$ cat src/rtl/conv_result_reader_if.sv
// Handshake bundle between the result reader, the output-buffer read port
// and the downstream consumer of result words.
interface conv_result_reader_if #(
  parameter int DATA_W = 16,
  parameter int ADDR_W = 6
);
  logic              start;
  logic [ADDR_W:0]   count;
  logic              mem_rd;
  logic [ADDR_W-1:0] mem_addr;
  logic [DATA_W-1:0] mem_rdata;
  logic [DATA_W-1:0] out_data;
  logic              out_valid;
  logic              out_ready;
  logic              out_last;
  logic              busy;
  logic              done;

  modport master (
    input  start, count, mem_rdata, out_ready,
    output mem_rd, mem_addr, out_data, out_valid, out_last, busy, done
  );

  modport slave (
    output start, count, mem_rdata, out_ready,
    input  mem_rd, mem_addr, out_data, out_valid, out_last, busy, done
  );
endinterface

$ cat src/rtl/conv_result_reader.sv
// Drains the convolution output buffer: reads cnt words from address 0 and
// hands each one downstream over valid/ready, pulsing done after the last.
module conv_result_reader #(
  parameter int DATA_W = 16,
  parameter int ADDR_W = 6
) (
  input  logic                 clk,
  input  logic                 rst,
  conv_result_reader_if.master bus
);

  typedef enum logic [2:0] {
    IDLE,
    ISSUE,
    CAPTURE,
    SEND,
    FIN
  } state_t;

  localparam logic [ADDR_W:0] MAX_CNT = {1'b1, {ADDR_W{1'b0}}};
  localparam logic [ADDR_W:0] ONE     = {{ADDR_W{1'b0}}, 1'b1};

  state_t            state_reg, state_next;
  logic [ADDR_W:0]   idx_reg, idx_next;
  logic [ADDR_W:0]   cnt_reg, cnt_next;
  logic [DATA_W-1:0] data_reg, data_next;
  logic [ADDR_W:0]   cnt_sat;
  logic              is_last;

  assign cnt_sat = (bus.count > MAX_CNT) ? MAX_CNT : bus.count;
  // cnt_reg is never 0 while in SEND, so the subtraction cannot underflow there
  assign is_last = (idx_reg == (cnt_reg - ONE));

  always_ff @(posedge clk or posedge rst) begin
    if (rst) begin
      state_reg <= IDLE;
      idx_reg   <= '0;
      cnt_reg   <= '0;
      data_reg  <= '0;
    end else begin
      state_reg <= state_next;
      idx_reg   <= idx_next;
      cnt_reg   <= cnt_next;
      data_reg  <= data_next;
    end
  end

  always_comb begin
    state_next = state_reg;
    idx_next   = idx_reg;
    cnt_next   = cnt_reg;
    data_next  = data_reg;
    case (state_reg)
      IDLE: begin
        if (bus.start) begin
          cnt_next   = cnt_sat;
          idx_next   = '0;
          state_next = (cnt_sat == '0) ? FIN : ISSUE;
        end
      end
      ISSUE:   state_next = CAPTURE;
      CAPTURE: begin
        data_next  = bus.mem_rdata;
        state_next = SEND;
      end
      SEND: begin
        if (bus.out_ready) begin
          idx_next   = idx_reg + ONE;
          state_next = is_last ? FIN : ISSUE;
        end
      end
      FIN:     state_next = IDLE;
      default: state_next = IDLE;
    endcase
  end

  // Every output is a decode of registered state, never of start or out_ready.
  always_comb begin
    bus.mem_rd    = 1'b0;
    bus.mem_addr  = '0;
    bus.out_valid = 1'b0;
    bus.out_last  = 1'b0;
    bus.busy      = (state_reg != IDLE);
    bus.done      = 1'b0;
    bus.out_data  = data_reg;
    case (state_reg)
      ISSUE: begin
        bus.mem_rd   = 1'b1;
        bus.mem_addr = idx_reg[ADDR_W-1:0];
      end
      SEND: begin
        bus.out_valid = 1'b1;
        bus.out_last  = is_last;
      end
      FIN:     bus.done = 1'b1;
      default: ;
    endcase
  end

endmodule

$ cat src/flat_wrapper.sv
// flat-port wrapper written by rule: the top's interface ports become plain ports
module conv_result_reader_flat 
#(
  parameter int DATA_W = 16,
  parameter int ADDR_W = 6
)
  (clk, rst, bus_start, bus_count, bus_mem_rdata, bus_out_ready, bus_mem_rd, bus_mem_addr, bus_out_data, bus_out_valid, bus_out_last, bus_busy, bus_done);
  conv_result_reader_if #(.DATA_W(DATA_W), .ADDR_W(ADDR_W)) bus_i ();
  input  logic clk;
  input  logic rst;
  input wire logic [$bits(bus_i.start)-1:0] bus_start;
  input wire logic [$bits(bus_i.count)-1:0] bus_count;
  input wire logic [$bits(bus_i.mem_rdata)-1:0] bus_mem_rdata;
  input wire logic [$bits(bus_i.out_ready)-1:0] bus_out_ready;
  output wire logic [$bits(bus_i.mem_rd)-1:0] bus_mem_rd;
  output wire logic [$bits(bus_i.mem_addr)-1:0] bus_mem_addr;
  output wire logic [$bits(bus_i.out_data)-1:0] bus_out_data;
  output wire logic [$bits(bus_i.out_valid)-1:0] bus_out_valid;
  output wire logic [$bits(bus_i.out_last)-1:0] bus_out_last;
  output wire logic [$bits(bus_i.busy)-1:0] bus_busy;
  output wire logic [$bits(bus_i.done)-1:0] bus_done;
  assign bus_i.start = bus_start;
  assign bus_i.count = bus_count;
  assign bus_i.mem_rdata = bus_mem_rdata;
  assign bus_i.out_ready = bus_out_ready;
  assign bus_mem_rd = bus_i.mem_rd;
  assign bus_mem_addr = bus_i.mem_addr;
  assign bus_out_data = bus_i.out_data;
  assign bus_out_valid = bus_i.out_valid;
  assign bus_out_last = bus_i.out_last;
  assign bus_busy = bus_i.busy;
  assign bus_done = bus_i.done;
  conv_result_reader #(.DATA_W(DATA_W), .ADDR_W(ADDR_W)) u_core (.clk(clk), .rst(rst), .bus(bus_i));
endmodule
$ cat config.mk
export PLATFORM = sky130hd
export DESIGN_NAME = conv_result_reader_flat
export DESIGN_NICKNAME = d
export VERILOG_FILES = /design/src/rtl/conv_result_reader_if.sv /design/src/rtl/conv_result_reader.sv /design/src/flat_wrapper.sv
export SDC_FILE = /design/constraint.sdc
export NUM_CORES = 1
export LEC_CHECK = 0
export ABC_AREA = 1
export CAP_MARGIN = 20
export CORE_MARGIN = 1.5
export CORE_UTILIZATION = 42
export DETAILED_ROUTE_END_ITERATION = 7
export PLACE_DENSITY = 0.76
export SYNTH_ARGS = -nofsm -noshare
export SYNTH_HDL_FRONTEND = slang
export SYNTH_SLANG_ARGS = --single-unit
$ cat constraint.sdc
create_clock -name clk -period 1.51 [get_ports clk]
set_input_delay 0.302 -clock clk [delete_from_list [all_inputs] [get_ports clk]]
set_output_delay 0.302 -clock clk [all_outputs]
set_load 0.03 [all_outputs]
== Yosys cells after proc, flatten, opt, wreduce, memory -nomap -nowiden ==
Index checks and enable logic that the tools add are counted.
Widths: inputs -> output; s select.

* Register bits: 33
* Input port bits: 27

* Muxes and demuxes: 14
* $add $sub $neg: 2
* Equality and inequality tests: 7
* Order comparisons: 1
* Reduce and logical (&&, ||, !) cells: 7

{| class="wikitable"
|+ Operator list
! cell !! count
|-
| $mux 7 || 3
|-
| $pmux 7 s2 || 1
|-
| $mux 3 || 4
|-
| $pmux 3 s4 || 1
|-
| $add 7x1->7 const B || 1
|-
| $eq 7x7->1 || 1
|-
| $gt 7x7->1 const B || 1
|-
| $logic_not 7->1 || 1
|-
| $sub 7x1->7 const B || 1
|-
| $eq 3x2->1 const B || 2
|-
| $mux 6 || 1
|-
| $mux 1 || 4
|-
| $ne 2x2->1 const B || 2
|-
| $reduce_and 2->1 || 2
|-
| $eq 3x1->1 const B || 1
|-
| $eq 3x3->1 const B || 1
|-
| $logic_not 3->1 || 1
|-
| $reduce_and 3->1 || 1
|-
| $reduce_bool 3->1 || 1
|-
| $reduce_bool 2->1 || 1
|}

== Depth between registers and ports, before layout ==
Gate-level depths: netlist of run 1.

* Word-level depth: 6
* Gate-level depth with buffers: 13
* Mapped depth without buffers: 13

== Least setup slack after synthesis of run 1 ==
No wires, ideal clock.

* Path type: register to output
* From: register u_core.state_reg[1]
* To: output bus_mem_addr[0]
* Path slack: -0.695 ns
* Cell stages (with the launch flop): 4
* Arrival time: 1.903 ns
* Cell sequence: dfrtp_1 -> nor3_1 -> inv_1 -> nor2_1

* Word-level cells in the longest chain between the ends: 2

{| class="wikitable"
|+ Ends and longest elaborated chain
! element !! line !! RTL
|-
| start, declared || conv_result_reader.sv:23 || <nowiki>state_t state_reg, state_next;</nowiki>
|-
| start signal, assigned || conv_result_reader.sv:41 || <nowiki>state_reg <= state_next;</nowiki>
|-
| $eq 3x1->1 || conv_result_reader.sv:86 || <nowiki>case (state_reg)</nowiki>
|-
| $mux 6 || conv_result_reader.sv:86 ||
|-
| end, declared || flat_wrapper.sv:16 || <nowiki>output wire logic [$bits(bus_i.mem_addr)-1:0] bus_mem_addr;</nowiki>
|}

Every way passes these cells.

== Final worst setup path of run 1 ==
* From: register u_core.cnt_reg[0]
* To: output bus_out_last

* Word-level cells in the longest chain between the ends: 3

{| class="wikitable"
|+ Ends and longest elaborated chain
! element !! line !! RTL
|-
| start, declared || conv_result_reader.sv:25 || <nowiki>logic [ADDR_W:0] cnt_reg, cnt_next;</nowiki>
|-
| start signal, assigned || conv_result_reader.sv:43 || <nowiki>cnt_reg <= cnt_next;</nowiki>
|-
| $sub 7x1->7 || conv_result_reader.sv:32 || <nowiki>assign is_last = (idx_reg == (cnt_reg - ONE));</nowiki>
|-
| $eq 7x7->1 || conv_result_reader.sv:32 ||
|-
| $mux 1 || conv_result_reader.sv:86 ||
|-
| end, declared || flat_wrapper.sv:19 || <nowiki>output wire logic [$bits(bus_i.out_last)-1:0] bus_out_last;</nowiki>
|}

Every way passes these cells.

==> out/qor_table.md, run 1 <==
| Step | Parameter | Value |
| --- | --- | --- |
| setup path | Critical path cell sequence | inv_2 > ha_4 > nand3_1 > nor2_1 > nor2_1 > nor2_2 > nand3_2 > inv_2 > buf_6 |
| setup path | Setup CP Type | register to output port |
| floorplan | Ports | 54 |
| sta | Unrepaired setup endpoints after global routing | yes |
| synth | Share of flip-flops with an asynchronous set or reset after synthesis | 1.00 |
| clock tree | Clock transition at the registers of the reported paths | 0.07 ns |
| run status | Status | complete, but fails checks |
| layout | Non-filler cells, final | 372 |
| clock tree | Number of buffers inserted for hold repair after clock tree synthesis | 0 |
| drt | Final routed wire length divided by cell count | 14.8 µm |
| pwr | Power Density | 2210 nW/µm² |
| clock tree | TritonCTS clock tree | done |
| placed design | Post-Place Cell Area | 2640 µm² |
| synth | Post-synth top area cell | sky130_fd_sc_hd__dfrtp_1 |
| layout | Layout area overhead | 75.8% |
| drt | DR vias/cell | 4.92 |
| setup path | Worst setup startpoint | u_core.cnt_reg[0]$_DFFE_PP0P_ |
| placed design | Post-placement setup slack | -0.227 ns |
| drt | Post-route antenna net violation count | 0 |
| drt | Total via count in the routed design | 1830 |
| layout | Flip-flop count of the largest register, all copies and words added | 16 |
| sta | Fmax | 491 MHz |
| sta | Final clock skew | 0.00530 ns |
| synth | Register bit total from synthesis | 33 |
| layout | Utilization after layout | 0.768 |
| drt | Total wire length | 5500 µm |
| synth | Sequential-to-total area share from yosys stat | 0.473 |
| synth | Post-synthesis cell count | 208 |
| global routing | Antenna violations before repair | 0 |
| synth | Synthesized cell area | 1750 µm² |
| sta | Final count of hold timing violations | 0 |
| setup path | Max stage delay cell, worst path | sky130_fd_sc_hd__dfrtp_1 |
| setup path | Slowest Stage Delay on Critical Path | 0.39 ns |
| clock tree | Number of buffers on the longest clock path | 2 |
| floorplan | Area enclosed by the die boundary | 4550 µm² |
| placed design | Total of buffers placed on input and output ports | 53 |
| drt | Number of DRC violations after detailed-routing iteration 0 | 88 |
| run status | Failing checks | negative setup slack |
| floorplan | Initial core utilization | 0.437 |
| clock tree | Total clock buffers created by CTS | 5 |
| global routing | Global-route wire length before repair | 8240 µm |
| sta | Smallest hold slack | 0.357 ns |
| synth | Number of enable-type register cells in the synthesized netlist | 0 |
| pwr | Peak supply drop | 1.42 mV |
| setup path | Critical Path Source Type | register |
| setup path | Highest fanout seen on the critical path | 4 |
| synth | Syn_nets | 237 |
| layout | Filler Cell Count | 278 |
| global routing | Total Routing Usage GR | 0.247 |
| layout | Layout cell share with drive strength beyond 1 | 0.432 |
| sta | Post-route fraction of the period consumed by the critical path | 1.35 |
| setup path | Data arrival time at the worst-slack endpoint | 1.73 ns |
| run | Maxcap violations | 0 |
| drt | DRC viols | 0 |
| synth | Main area contributors after synthesis | sky130_fd_sc_hd__dfrtp_1, sky130_fd_sc_hd__nand2_1, sky130_fd_sc_hd__mux2_2 |
| sta | TNS Setup | -3.09 ns |
| floorplan | Die Width | 67.5 µm |
| synth | Synth warnings | 0 |
| global routing | Overall overflow remaining after global route | 0 |
| setup path | Crit. End Element | output port |
| synth | Most frequently used flop master after synthesis | sky130_fd_sc_hd__dfrtp_1 |
| layout | Number of nets at the end of the flow | 350 |
| setup path | Cell family contributing the most delay on the critical path | simple AND/OR/NAND/NOR gates |
| floorplan | Core area | 4000 µm² |
| clock tree | Clock Root Buffer | sky130_fd_sc_hd__clkbuf_8 |
| min path | Classification of the worst-slack hold path | input pin to asynchronous set/reset pin |
| setup path | Number of buffer and inverter stages on the critical path | 3 |
| floorplan | Die Height | 67.5 µm |
| sta | Worst-margin pin slew | 0.388 ns |
| synth | Post-Synthesis Mean Instance Area | 8.40 µm² |
| clock tree | Clock network latency to the later pin of the worst-skew pair | 0.29 ns |
| setup path | Launch instance of the worst register-to-register path | u_core.cnt_reg[1]$_DFFE_PP0P_ |
| global routing | Via count of the first global-routing pass | 1889 |
| floorplan | Standard-cell rows | 23 |
| global routing | Maximum number of pins on one net before global-route repair | 34 |
| clock tree | Num Clock Sinks | 33 |
| placed design | Placed cell count | 344 |
| synth | Fraction of post-synthesis cell area in the top cell type by area | 0.473 |
| clock tree | Maximum level of the CTS H-tree | 2 |
| synth | Unique cell type count in the Yosys netlist | 23 |
| placed design | Final weighted congestion in routability-driven placement | 0.887 |
| sta | Final critical-path required period | 2.04 ns |
| sta | Setup slack of the critical path after layout | -0.527 ns |
| setup path | Required time of the critical path | 1.21 ns |
| placed design | Detailed placement HPWL | 3400 µm |
| layout | Number of diodes added for antenna fixing | 0 |
| drt | Pre-antenna DRT Iters | 4 |
| sta | Endpoints failing setup | 30 |
| sta | Slew HR | 0.740 |
| pwr | Final Total Pwr | 6.79 mW |
| layout | Summed area of non-filler cells in the final layout | 3070 µm² |
| sta | Final Max Slew Viols | 0 |
| pwr | Reported leakage power | 1.48 nW |
==> layout make-up <==
cell class / instances / area (µm²) / area share
clock inverter: 1 / 30.0 / 0.00978
timing repair buffer: 108 / 980 / 0.319
inverter: 31 / 129 / 0.0420
tap: 50 / 62.6 / 0.0204
sequential: 33 / 828 / 0.270
clock buffer: 7 / 86.3 / 0.0281
multi-input combinational: 142 / 955 / 0.311
==> report_power, final <==
group | internal [mW] | leakage (nW) | switching, mW
clock | 0.538 | 0.0585 | 0.326
sequential | 1.28 | 0.404 | 0.281
combinational | 1.95 | 1.02 | 2.41
total | 3.77 | 1.48 | 3.02
==> metal layers <==
layer	vias up	wire (µm)	track usage
met5	-	0	0
met3	14	341	0.0617
met1	862	2050	0.266
li1	883	-	-
met2	71	2960	0.453
met4	0	148	0.102
==> kinds of logic after synthesis <==
logic type      share of synthesized area
buf+inv                            0.0723
xor+xnor                           0.0150
fa+ha+maj                          0.0143
mux                                 0.103
compound gates                     0.0609
simple gates                        0.261
flops                               0.473
==> cells in the final DEF, fill, tap and decap left out, types with 8 or more instances in the layout <==
cell / Yosys / routed
sky130_fd_sc_hd__o21ai_0: 8 / 8
sky130_fd_sc_hd__inv_1: 29 / 20
sky130_fd_sc_hd__nor2_1: 23 / 11
sky130_fd_sc_hd__buf_6: 0 / 19
sky130_fd_sc_hd__nand3_1: 16 / 14
sky130_fd_sc_hd__clkdlybuf4s50_1: 0 / 26
sky130_fd_sc_hd__nand2_1: 51 / 45
sky130_fd_sc_hd__nand2_2: 3 / 8
sky130_fd_sc_hd__dfrtp_1: 33 / 31
sky130_fd_sc_hd__mux2_2: 16 / 16
sky130_fd_sc_hd__nor2_4: 1 / 8
sky130_fd_sc_hd__buf_4: 0 / 46
sky130_fd_sc_hd__dlygate4sd2_1: 0 / 16
==> worst register-to-register path: cells and delay by family, from the launching register on <==
kind,cells,cell delay [ns]
buffers and inverters,8,0.92
and+or+nand+nor,10,0.65
DFF,1,0.38
==> path summary, 6_finish.rpt <==
check	to	slack (ns)	cells after the start
max	bus_out_last	-0.53	9
min in group clk	u_core.bus.out_data[4]$_DFFE_PP0P_	0.50	1
max in group asynchronous	u_core.state_reg[1]$_DFFE_PP0P_	0.96	3
min reg2reg	u_core.bus.out_data[4]$_DFFE_PP0P_	0.50	1
max reg2reg	u_core.state_reg[0]$_DFFE_PP0P_	-0.48	18
min	u_core.bus.out_data[2]$_DFFE_PP0P_	0.36	3
==> cell usage after synthesis (2+ instances only) <==
master                    instances
sky130_fd_sc_hd__inv_1           29
sky130_fd_sc_hd__nor3_1           3
sky130_fd_sc_hd__nor2_1          23
sky130_fd_sc_hd__nand3_2          2
sky130_fd_sc_hd__inv_2            2
sky130_fd_sc_hd__nand2_2          3
sky130_fd_sc_hd__buf_2            2
sky130_fd_sc_hd__ha_1             2
sky130_fd_sc_hd__xor2_1           3
sky130_fd_sc_hd__nand2_1         51
sky130_fd_sc_hd__o31ai_1          3
sky130_fd_sc_hd__o21ai_0          8
sky130_fd_sc_hd__a21oi_1          4
sky130_fd_sc_hd__or2_2            2
sky130_fd_sc_hd__dfrtp_1         33
sky130_fd_sc_hd__nand3_1         16
sky130_fd_sc_hd__mux2_2          16
==> what timing repair did <==
action	in CTS	in global routing
endpoints found under the hold margin	0	0
cloned	0	0
buffers inserted	17	7
endpoints found under the setup margin	27	33
pin swaps	8	12
resized for setup	43	30
(Power assumes the default switching activity.)
==> inputs of run 2 (changes only) <==
SETUP_SLACK_MARGIN = 0.3   (was unset)
==> run 2 against run 1 <==
Effect of this change: the flow still finishes with violations (negative setup slack); utilization is 3.2 points higher; sequential power hardly changed; combinational power is 5.3% higher; critical endpoint unchanged.
==> out/qor_table.md, run 2 (synthesis results as in run 1) <==
| Step | Parameter | Value | Change |
| --- | --- | --- | --- |
| run status | Status | complete, but fails checks | unchanged |
| run status | Failing checks | negative setup slack | unchanged |
| global routing | Via count of the first global-routing pass | 1854 | was 1889 |
| global routing | Overall overflow remaining after global route | 0 | unchanged |
| sta | Post-route fraction of the period consumed by the critical path | 1.34 | was 1.35 |
| pwr | Reported leakage power | 1.52 nW | was 1.48 nW |
| setup path | Critical Path Source Type | register | unchanged |
| setup path | Highest fanout seen on the critical path | 2 | was 4 |
| placed design | Placed cell count | 339 | was 344 |
| sta | Final Max Slew Viols | 0 | unchanged |
| global routing | Total Routing Usage GR | 0.259 | was 0.247 |
| setup path | Data arrival time at the worst-slack endpoint | 1.72 ns | was 1.73 ns |
| drt | Pre-antenna DRT Iters | 4 | unchanged |
| clock tree | TritonCTS clock tree | done | unchanged |
| clock tree | Clock transition at the registers of the reported paths | 0.07 ns | about the same |
| floorplan | Die Width | 67.5 µm | unchanged |
| layout | Filler Cell Count | 230 | was 278 |
| floorplan | Initial core utilization | 0.437 | unchanged |
| clock tree | Total clock buffers created by CTS | 5 | unchanged |
| pwr | Peak supply drop | 1.43 mV | was 1.42 mV |
| setup path | Setup CP Type | register to output port | unchanged |
| sta | Endpoints failing setup | 20 | was 30 |
| layout | Non-filler cells, final | 372 | unchanged |
| sta | Worst-margin pin slew | 0.388 ns | about the same |
| setup path | Crit. End Element | output port | unchanged |
| min path | Classification of the worst-slack hold path | input pin to asynchronous set/reset pin | unchanged |
| global routing | Global-route wire length before repair | 8510 µm | was 8240 µm |
| floorplan | Core area | 4000 µm² | unchanged |
| global routing | Met3 Usage GRT | 0.0700 | was 0.0617 |
| clock tree | Maximum level of the CTS H-tree | 2 | unchanged |
| drt | Total via count in the routed design | 1895 | was 1830 |
| floorplan | Die Height | 67.5 µm | unchanged |
| placed design | Total of buffers placed on input and output ports | 53 | unchanged |
| layout | Flip-flop count of the largest register, all copies and words added | 16 | unchanged |
| drt | DR vias/cell | 5.09 | was 4.92 |
| setup path | R2R Setup Slk | -0.35 ns | was -0.48 ns |
| layout | Top library cells by usage in the layout, fill and taps aside | sky130_fd_sc_hd__nand2_1, sky130_fd_sc_hd__buf_4, sky130_fd_sc_hd__dfrtp_1 | was sky130_fd_sc_hd__buf_4, sky130_fd_sc_hd__nand2_1, sky130_fd_sc_hd__dfrtp_1 |
| sta | Final count of hold timing violations | 0 | unchanged |
| global routing | Met1 track utilization from global routing | 0.283 | was 0.266 |
| floorplan | Ports | 54 | unchanged |
| run | Maxcap violations | 0 | unchanged |
| layout | Leading cell type in the layout, fill and taps excluded | sky130_fd_sc_hd__nand2_1 | was sky130_fd_sc_hd__buf_4 |
| clock tree | Num Clock Sinks | 33 | unchanged |
| floorplan | Standard-cell rows | 23 | unchanged |
| drt | Total wire length | 6260 µm | was 5500 µm |
| clock tree | Clock network latency to the later pin of the worst-skew pair | 0.29 ns | about the same |
| layout | Number of nets at the end of the flow | 350 | unchanged |
| global routing | Met2 usage | 0.474 | was 0.453 |
| drt | Final routed wire length divided by cell count | 16.8 µm | was 14.8 µm |
| setup path | Required time of the critical path | 1.21 ns | about the same |
| layout | Utilization after layout | 0.800 | was 0.768 |
| placed design | Post-Place Cell Area | 2610 µm² | was 2640 µm² |
| sta | Fmax | 495 MHz | was 491 MHz |
| drt | DRC viols | 0 | unchanged |
| global routing | Antenna violations before repair | 0 | unchanged |
| layout | Layout area overhead | 83.1% | was 75.8% |
| drt | Post-route antenna net violation count | 0 | unchanged |
| sta | Unrepaired setup endpoints after global routing | yes | unchanged |
| clock tree | Clock Root Buffer | sky130_fd_sc_hd__clkbuf_8 | unchanged |
| layout | Number of diodes added for antenna fixing | 0 | unchanged |
| sta | Smallest hold slack | 0.259 ns | was 0.357 ns |
| layout | Layout cell share with drive strength beyond 1 | 0.506 | was 0.432 |
| pwr | Power Density | 2160 nW/µm² | was 2210 nW/µm² |
| drt | Number of DRC violations after detailed-routing iteration 0 | 118 | was 88 |
| global routing | Global routing's busiest layer | met2 | unchanged |
| placed design | Detailed placement HPWL | 3330 µm | was 3400 µm |
| sta | Slew HR | 0.740 | about the same |
| global routing | Maximum number of pins on one net before global-route repair | 28 | was 34 |
| layout | Summed area of non-filler cells in the final layout | 3200 µm² | was 3070 µm² |
| sta | Final critical-path required period | 2.02 ns | was 2.04 ns |
| sta | Setup slack of the critical path after layout | -0.511 ns | was -0.527 ns |
| placed design | Final weighted congestion in routability-driven placement | 0.908 | was 0.887 |
| clock tree | Number of buffers on the longest clock path | 2 | unchanged |
| sta | Final clock skew | 0.00712 ns | was 0.00530 ns |
| floorplan | Area enclosed by the die boundary | 4550 µm² | unchanged |
[run 2: cell count changes in the layout (fill, tap and decap cells not counted), sizes merged]
| cell | change |
|---|---|
| dlygate4sd2 | -16 |
| nand2 | +2 |
| buf | +13 |
| bufinv | -1 |
| clkbuf | +1 |
| clkinv | +1 |
[run 2: final cells by class]
| class | count | area [µm²] | area share |
|---|---|---|---|
| clock inverters | 1 | 5.00 | 0.00156 |
| repair buffers | 106 | 970 | 0.303 |
| clock buffers | 7 | 96.3 | 0.0301 |
| inverters | 31 | 134 | 0.0419 |
| flip-flops and latches | 33 | 828 | 0.259 |
| well taps | 50 | 62.6 | 0.0196 |
| multi-input cells | 144 | 1100 | 0.345 |
[run 2: what timing repair did]
item | in CTS | in global routing
cloned | 1 | 2
endpoints found under the setup margin | 57 | 44
hold buffers | 0 | 0
pin swaps | 18 | 10
gates resized for setup | 144 | 28
buffers inserted | 16 | 6
endpoints found under the hold margin | 0 | 0
[run 2: path summary, 6_finish.rpt]
path | start | to | cells past startpoint
worst max register to register | u_core.cnt_reg[0]$_DFFE_PP0P_ | u_core.state_reg[2]$_DFFE_PP0P_ | 13
max in group asynchronous | rst | u_core.state_reg[1]$_DFFE_PP0P_ | 3
worst min-delay path | rst | u_core.bus.out_data[12]$_DFFE_PP0P_ | 2
min in group clk | u_core.bus.out_data[9]$_DFFE_PP0P_ | u_core.bus.out_data[9]$_DFFE_PP0P_ | 1
worst max-delay path | u_core.cnt_reg[0]$_DFFE_PP0P_ | bus_out_last | 11
worst min register to register | u_core.bus.out_data[9]$_DFFE_PP0P_ | u_core.bus.out_data[9]$_DFFE_PP0P_ | 1
[run 2: stage by stage]
stage	power, mW	setup slack [ns]	setup TNS (ns)
2_1_floorplan	3.72	-0.0886	-0.191
3_3_place_gp	4.94	-0.206	-0.637
3_5_place_dp	5.03	-0.257	-0.785
4_1_cts	6.22	-0.460	-1.85
5_1_grt	7.28	-0.607	-3.76
6_report	6.92	-0.511	-2.91
[run 2: layer usage]
layer  share of wire  vias up  wire, µm
met5               0        -         0
met4           0.035        0       216
met3           0.059       18       370
met2            0.53       85      3340
met1            0.37      906      2330
li1                -      886         -
[run 2: critical path: stages (launching register included)]
cell                      delay, ns
sky130_fd_sc_hd__dfrtp_1       0.37
sky130_fd_sc_hd__inv_2         0.06
sky130_fd_sc_hd__ha_4          0.28
sky130_fd_sc_hd__inv_2         0.03
sky130_fd_sc_hd__nand2_1       0.05
sky130_fd_sc_hd__nand2_1       0.04
sky130_fd_sc_hd__nor2_1        0.08
sky130_fd_sc_hd__nand3_1       0.08
sky130_fd_sc_hd__nor2_2        0.15
sky130_fd_sc_hd__nand3_2       0.11
sky130_fd_sc_hd__inv_2         0.07
sky130_fd_sc_hd__buf_6         0.12
[run 2: power breakdown]
part           internal, mW  switching (mW)
sequential             1.28           0.281
clock                 0.412           0.345
combinational          2.00            2.60
total                  3.69            3.22
